`src/rtl/demux_stream.sv`:
```
// Stream demultiplexer: scatters input words into NCH lane registers, either by address or as sequential frames.
// Optional sequential/frame mode is compiled in when DEMUX_STREAM_SEQ_MODE_EN is defined.
module demux_stream #(
    parameter int WIDTH = 4,
    parameter int NCH   = 4
) (
    input  logic                     clk,
    input  logic                     resetn,
    input  logic                     inValid,
    output logic                     inReady,
    input  logic [WIDTH-1:0]         inData,
    input  logic [$clog2(NCH)-1:0]   inSel,
    input  logic                     inMode,
    input  logic                     inClear,
    input  logic                     outFrameAck,
    output logic [NCH*WIDTH-1:0]     outData,
    output logic [NCH-1:0]           outLaneValid,
    output logic                     outFrameValid
);

    localparam int SEL_W = $clog2(NCH);

    // Lane storage shared by both build variants
    logic [NCH*WIDTH-1:0] r_data;
    logic [NCH-1:0]       r_lane_valid;
    logic [NCH*WIDTH-1:0] w_data_nxt;
    logic [NCH-1:0]       w_lane_valid_nxt;

    // Write request and clear request produced by the control section below
    logic                 w_wr_en;
    logic [SEL_W-1:0]     w_wr_lane;
    logic                 w_valid_clr;

`ifdef DEMUX_STREAM_SEQ_MODE_EN

    typedef enum logic [1:0] {
        S_IDLE = 2'd0,
        S_FILL = 2'd1,
        S_FULL = 2'd2
    } state_t;

    state_t           r_state;
    state_t           w_state_nxt;
    logic [SEL_W-1:0] r_idx;
    logic [SEL_W-1:0] w_idx_nxt;
    logic             r_frame_valid;
    logic             w_frame_valid_nxt;
    logic             w_ready;
    logic             w_xfer;

    assign w_ready = (r_state != S_FULL);
    assign w_xfer  = inValid && w_ready;

    // NOTE: every signal gets a default at the top of the block so no path leaves it unassigned, which would infer a latch.
    always_comb begin
        w_state_nxt       = r_state;
        w_idx_nxt         = r_idx;
        w_frame_valid_nxt = r_frame_valid;
        w_wr_en           = 1'b0;
        w_wr_lane         = '0;
        w_valid_clr       = 1'b0;

        if (inClear) begin
            // Clear wins over acknowledge and drops any coincident transfer
            w_state_nxt       = S_IDLE;
            w_idx_nxt         = '0;
            w_frame_valid_nxt = 1'b0;
            w_valid_clr       = 1'b1;
        end else begin
            case (r_state)
                S_IDLE: begin
                    if (w_xfer) begin
                        w_wr_en = 1'b1;
                        if (inMode) begin
                            w_wr_lane   = '0;
                            w_idx_nxt   = SEL_W'(1);
                            w_state_nxt = S_FILL;
                        end else begin
                            w_wr_lane = inSel;
                        end
                    end
                end
                S_FILL: begin
                    if (w_xfer) begin
                        w_wr_en   = 1'b1;
                        w_wr_lane = r_idx;
                        if (r_idx == SEL_W'(NCH - 1)) begin
                            w_idx_nxt         = '0;
                            w_state_nxt       = S_FULL;
                            w_frame_valid_nxt = 1'b1;
                        end else begin
                            w_idx_nxt = r_idx + SEL_W'(1);
                        end
                    end
                end
                S_FULL: begin
                    if (outFrameAck) begin
                        w_state_nxt       = S_IDLE;
                        w_frame_valid_nxt = 1'b0;
                        w_valid_clr       = 1'b1;
                    end
                end
                default: begin
                    w_state_nxt = S_IDLE;
                    w_idx_nxt   = '0;
                end
            endcase
        end
    end

    // NOTE: sequential state uses non-blocking assignments so every register samples pre-edge values.
    always_ff @(posedge clk) begin
        if (!resetn) begin
            r_state       <= S_IDLE;
            r_idx         <= '0;
            r_frame_valid <= 1'b0;
        end else begin
            r_state       <= w_state_nxt;
            r_idx         <= w_idx_nxt;
            r_frame_valid <= w_frame_valid_nxt;
        end
    end

    assign inReady       = w_ready;
    assign outFrameValid = r_frame_valid;

`else

    // Addressed-only build: always ready, frame signalling absent
    always_comb begin
        w_wr_en     = inValid && !inClear;
        w_wr_lane   = inSel;
        w_valid_clr = inClear;
    end

    logic w_unused_ok;
    assign w_unused_ok   = ^{inMode, outFrameAck};

    assign inReady       = 1'b1;
    assign outFrameValid = 1'b0;

`endif

    // Lane 0 sits in the most significant slice of the flat data bus
    always_comb begin
        w_data_nxt       = r_data;
        w_lane_valid_nxt = w_valid_clr ? '0 : r_lane_valid;
        for (int k = 0; k < NCH; k++) begin
            if (w_wr_en && (w_wr_lane == SEL_W'(k))) begin
                w_data_nxt[(NCH-k)*WIDTH-1 -: WIDTH] = inData;
                w_lane_valid_nxt[k]                  = 1'b1;
            end
        end
    end

    // NOTE: the lane data registers are reset too, because the outputs must read zero after reset rather than stale data.
    always_ff @(posedge clk) begin
        if (!resetn) begin
            r_data       <= '0;
            r_lane_valid <= '0;
        end else begin
            r_data       <= w_data_nxt;
            r_lane_valid <= w_lane_valid_nxt;
        end
    end

    assign outData      = r_data;
    assign outLaneValid = r_lane_valid;

endmodule
```
`config.mk`:
```
export PLATFORM = sky130hd
export DESIGN_NAME = demux_stream
export DESIGN_NICKNAME = d
export VERILOG_FILES = /design/src/rtl/demux_stream.sv
export SDC_FILE = /design/constraint.sdc
export NUM_CORES = 1
export LEC_CHECK = 0
export ABC_AREA = 1
export ABC_CLOCK_PERIOD_IN_PS = 2500
export CAP_MARGIN = 20
export CELL_PAD_IN_SITES_DETAIL_PLACEMENT = 2
export CELL_PAD_IN_SITES_GLOBAL_PLACEMENT = 2
export CORE_MARGIN = 5
export CORE_UTILIZATION = 23
export CTS_CLUSTER_SIZE = 12
export DETAILED_ROUTE_END_ITERATION = 8
export PLACE_DENSITY = 0.87
export SYNTH_ARGS = -nofsm -noshare
export SYNTH_HDL_FRONTEND = slang
export SYNTH_SLANG_ARGS = --single-unit
```
`constraint.sdc`:
```
create_clock -name clk -period 2.5 [get_ports clk]
set_clock_uncertainty 0.05 [all_clocks]
set_input_delay 0.5 -clock clk [delete_from_list [all_inputs] [get_ports clk]]
set_output_delay 0.5 -clock clk [all_outputs]
set_load 0.01 [all_outputs]
```
* Word-level counts from Yosys, hierarchy flattened
Cells that the tools add are included.
W data, S select, Z words.
** Storage, ports and cells
- Register bits after elaboration :: 20
- Output and inout port bits :: 22
- Word-level logic and storage cells :: 27
** Operators by class
- Equality and inequality tests :: 3
- Muxes and demuxes :: 5
- Reductions and logical operators :: 11
** Operators with widths (number)
- $reduce_bool A2 Y1 :: 4
- $logic_and A1 B1 Y1 :: 5
- $eq A2 B2 Y1 const B :: 2
- $mux W1 :: 4
- $mux W4 :: 1
- $eq A2 B1 Y1 const B :: 1
- $logic_not A2 Y1 :: 1
- $logic_not A1 Y1 :: 1

* Depth between registers and ports, before layout
- Depth in word-level cells :: 4
- Depth in mapped cells :: 6
- Depth with buffers taken out :: 5

* Worst setup path after synthesis
Ideal clock, no wire load.
- Path kind :: input-to-reg
- Start point :: input inValid
- End point :: register r_data[10], in the netlist outData[10]
- Arrival time :: 0.988 ns
- Data required time :: 2.337 ns
- Setup slack :: 1.349 ns
- Cell stages on the path :: 6
- Path buffers :: 1
- Path through :: inv_1 -> nor2_2 -> buf_4 -> nand3_1 -> nand2_1 -> nor2_1
** On the way
- Longest elaborated chain between the ends :: 2
** Ends and longest elaborated chain
- from (decl) :: line 9 : input logic inValid,
- $logic_and A1 B1 Y1 :: line 131 : w_wr_en = inValid && !inClear;
- $logic_and A1 B1 Y1 :: line 149 : if (w_wr_en && (w_wr_lane == SEL_W'(k))) begin
- to (signal assigned) :: line 162 : r_data <= w_data_nxt;
- to (decl) :: line 24 : logic [NCH*WIDTH-1:0] r_data;
Every way passes these cells.
A chain may end at the register's enable or synchronous reset.

* Worst setup path after layout
- Start point :: register r_data[15], in the netlist outData[15]
- End point :: output outData[15]
** RTL lines
- to (decl) :: line 16 : output logic [NCH*WIDTH-1:0] outData,
No word-level cell between the ends.

==> run_results.csv <==
group,metric,value,unit
power,power.ir.vdd_worst,0.000159,V
floorplanning,floorplan.initialDensity,23.6,%
global_routing,global_route.overflow_total,0,
cells_and_area,stdcell_area,1210,um^2
setup_path,cpPeakStageDelay,550,ps
logic_synthesis,synthesis.nets,137,
job,drv.max_cap_violation_count,0,
cells_and_area,antennaDiodeCount,0,
setup_path,number_of_logic_stages_on_the_critical_path_including_buffering,1,
cells_and_area,area_growth_syn_to_layout,42.3,%
hold_path,min_path_cells,2,
global_routing,pin_count_of_the_biggest_net_entering_global_routing,24,
cts,cts_tree,"done",
floorplanning,die-height,70.8,um
routing,wire_per_inst,12.6,um
setup_path,crit_family,"buffers and inverters",
logic_synthesis,synth_cell_type_count,10,
routing,drt_drc_violations_left,0,
cts,numCtsBuffers,3,
routing,ant_nets,0,
logic_synthesis,syn-instance-count,125,
power,totalPowerFinal,0.640,mW
place,place_worst_setup_slack,629,ps
place,routabilityCongestion,0.742,
routing,detailroute.via_count,847,
setup_path,critical_path.max_fanout,2,
sta,worst_slack,807,ps
sta,period_share,67.7,%
place,dpl.hpwl,1980,um
global_routing,antenna_found_initial,0,
cells_and_area,design.final.nets,166,
setup_path,worst-r2r-setup-slack,1830,ps
logic_synthesis,portion_of_the_post_synthesis_area_used_by_sequential_elements,47.1,%
cts,clock_tree.buffer_depth,2,
setup_path,crit_slowest_cell,"sky130_fd_sc_hd__clkdlybuf4s50_1",
cts,path_clk_slew,70,ps
logic_synthesis,ys.warnings.count,0,
setup_path,critical_path.endpoint_type,"output pin",
place,port_buffers,29,
status,status,"completed",
floorplanning,ioPinCount,34,
cells_and_area,final_util,33.5,%
sta,report.final.slew_viol_count,0,
logic_synthesis,netlist_area_pre_place,850,um^2
cells_and_area,count_of_fill_cells_added_during_filler_insertion,433,
sta,grt_setup_unrepaired,"no",
power,power.density_cell_area,530,nW/um^2
setup_path,required_time_at_the_endpoint_of_the_critical_path,1950,ps
global_routing,grt_util_all_layers,10.6,%
setup_path,startpoint_type,"flop",
routing,drt-total-wl,2520,um
routing,viasPerCell,4.24,
setup_path,number_of_buffer_and_inverter_instances_along_the_worst_setup_path,1,
cts,htree_levels,1,
floorplanning,design.die.area,5010,um^2
setup_path,rr_startpoint,"outLaneValid[3]",
cts,cts_root_buf,"sky130_fd_sc_hd__clkbuf_8",
sta,final-setup-viol-count,0,
sta,measured_slew_at_the_worst_slew_check_pin,622,ps
sta,setup_tns,0,ps
place,detailed_place.area,1170,um^2
power,p_leak,0.494,nW
global_routing,first_global_vias,934,
cts,cts_setup_buffers,0,
routing,drt-initial-drc-count,28,
hold_path,hold_path_class,"flop to flop",
cells_and_area,layout-drive-gt1-share,4.61,%
hold_path,hp-start,"outLaneValid[2]",
setup_path,setup.worst_path.class,"flop to output pin",
floorplanning,chipWidth,70.8,um
routing,drt_pre_antenna_iters,4,
setup_path,crit_start,"outData[15]",
sta,achievable-frequency,0.591,GHz
cts,cts_repair_resize_count,0,
floorplanning,core-area,3610,um^2
global_routing,grt_pass1_wl,4300,um
cts,cts.sink_count,20,
sta,final_hold_viol_count,0,
setup_path,timing.critical_path.arrival,1140,ps
logic_synthesis,ys_ff_latch,20,
logic_synthesis,syn-mean-instance-area,6.80,um^2
cts,insertion_delay,250,ps
floorplanning,placementRows,22,
setup_path,reg2regPathDepth,2,
sta,worst_slew_margin_rel,58.4,%
cts,post_cts_hold_buffer_count,0,
sta,final.min_clock_period,1690,ps
setup_path,critical_path.cell_chain,"clkdlybuf4s50_1",
Yosys cell counts:
| cell | n | share of area, % |
|---|---|---|
| sky130_fd_sc_hd__a21oi_1 | 8 | 4.7 |
| sky130_fd_sc_hd__buf_2 | 2 | 1.2 |
| sky130_fd_sc_hd__buf_4 | 4 | 3.5 |
| sky130_fd_sc_hd__conb_1 | 2 | 0.88 |
| sky130_fd_sc_hd__dfxtp_1 | 20 | 47 |
| sky130_fd_sc_hd__inv_1 | 11 | 4.9 |
| sky130_fd_sc_hd__nand2_1 | 27 | 12 |
| sky130_fd_sc_hd__nand3_1 | 16 | 9.4 |
| sky130_fd_sc_hd__nor2_1 | 32 | 14 |
| sky130_fd_sc_hd__nor2_2 | 3 | 2.2 |
metrics by stage:
step           cells  hold slack [ps]
6_report         200              426
2_1_floorplan    125              438
3_5_place_dp     197              424
4_1_cts          200              435
3_3_place_gp     197              411
5_1_grt          200              453
placed cells by master, fill, tap and decap left out, types with 2 or more instances in the layout:
cell                               n
sky130_fd_sc_hd__dfxtp_1          20
sky130_fd_sc_hd__clkbuf_8          3
sky130_fd_sc_hd__nand2_1          27
sky130_fd_sc_hd__a21oi_1           8
sky130_fd_sc_hd__clkdlybuf4s50_1  29
sky130_fd_sc_hd__conb_1            2
sky130_fd_sc_hd__nor2_1           32
sky130_fd_sc_hd__nand3_1          16
sky130_fd_sc_hd__inv_1            11
sky130_fd_sc_hd__nor2_2            3
kinds of logic after synthesis:
| kind of cell | Yosys count | synth area share, % |
|---|---|---|
| simple gates | 78 | 37.7 |
| flops | 20 | 47.1 |
| buf+inv | 17 | 9.57 |
| compound gates | 8 | 4.71 |
| other cells | 2 | 0.884 |
registers in the layout (all words and copies together) (netlist names):
| register | count |
|---|---|
| outData | 16 |
| outLaneValid | 4 |
where the power goes:
| group | switching, mW | internal, mW | total [mW] | leakage (nW) |
|---|---|---|---|---|
| Combinational | 0.0538 | 0.0443 | 0.0981 | 0.310 |
| Clock | 0.101 | 0.107 | 0.208 | 0.0216 |
| Sequential | 0.00525 | 0.329 | 0.334 | 0.162 |
| Total | 0.160 | 0.480 | 0.640 | 0.494 |
worst paths after layout:
check,endpoint
max,outData[15]
min,outLaneValid[2]
max reg2reg,outLaneValid[3]
min reg2reg,outLaneValid[2]
metal layers:
metal | global-route usage (%) | routed length (um) | vias up
met2 | 19.2 | 1300 | 16
met4 | 3.76 | 18 | 0
met3 | 2.70 | 115 | 2
met5 | 0 | 0 | -
met1 | 11.9 | 1090 | 395
li1 | - | - | 434
cell type report:
class / instances / area, um^2 / share of cell area [%]
clock buffer: 3 / 41.3 / 3.42
inverter: 11 / 41.3 / 3.42
multi-input combinational: 88 / 368 / 30.4
sequential: 20 / 400 / 33.1
tap: 48 / 60.1 / 4.97
timing repair buffer: 30 / 298 / 24.6
Note: power is estimated with default switching activity, not from simulation.
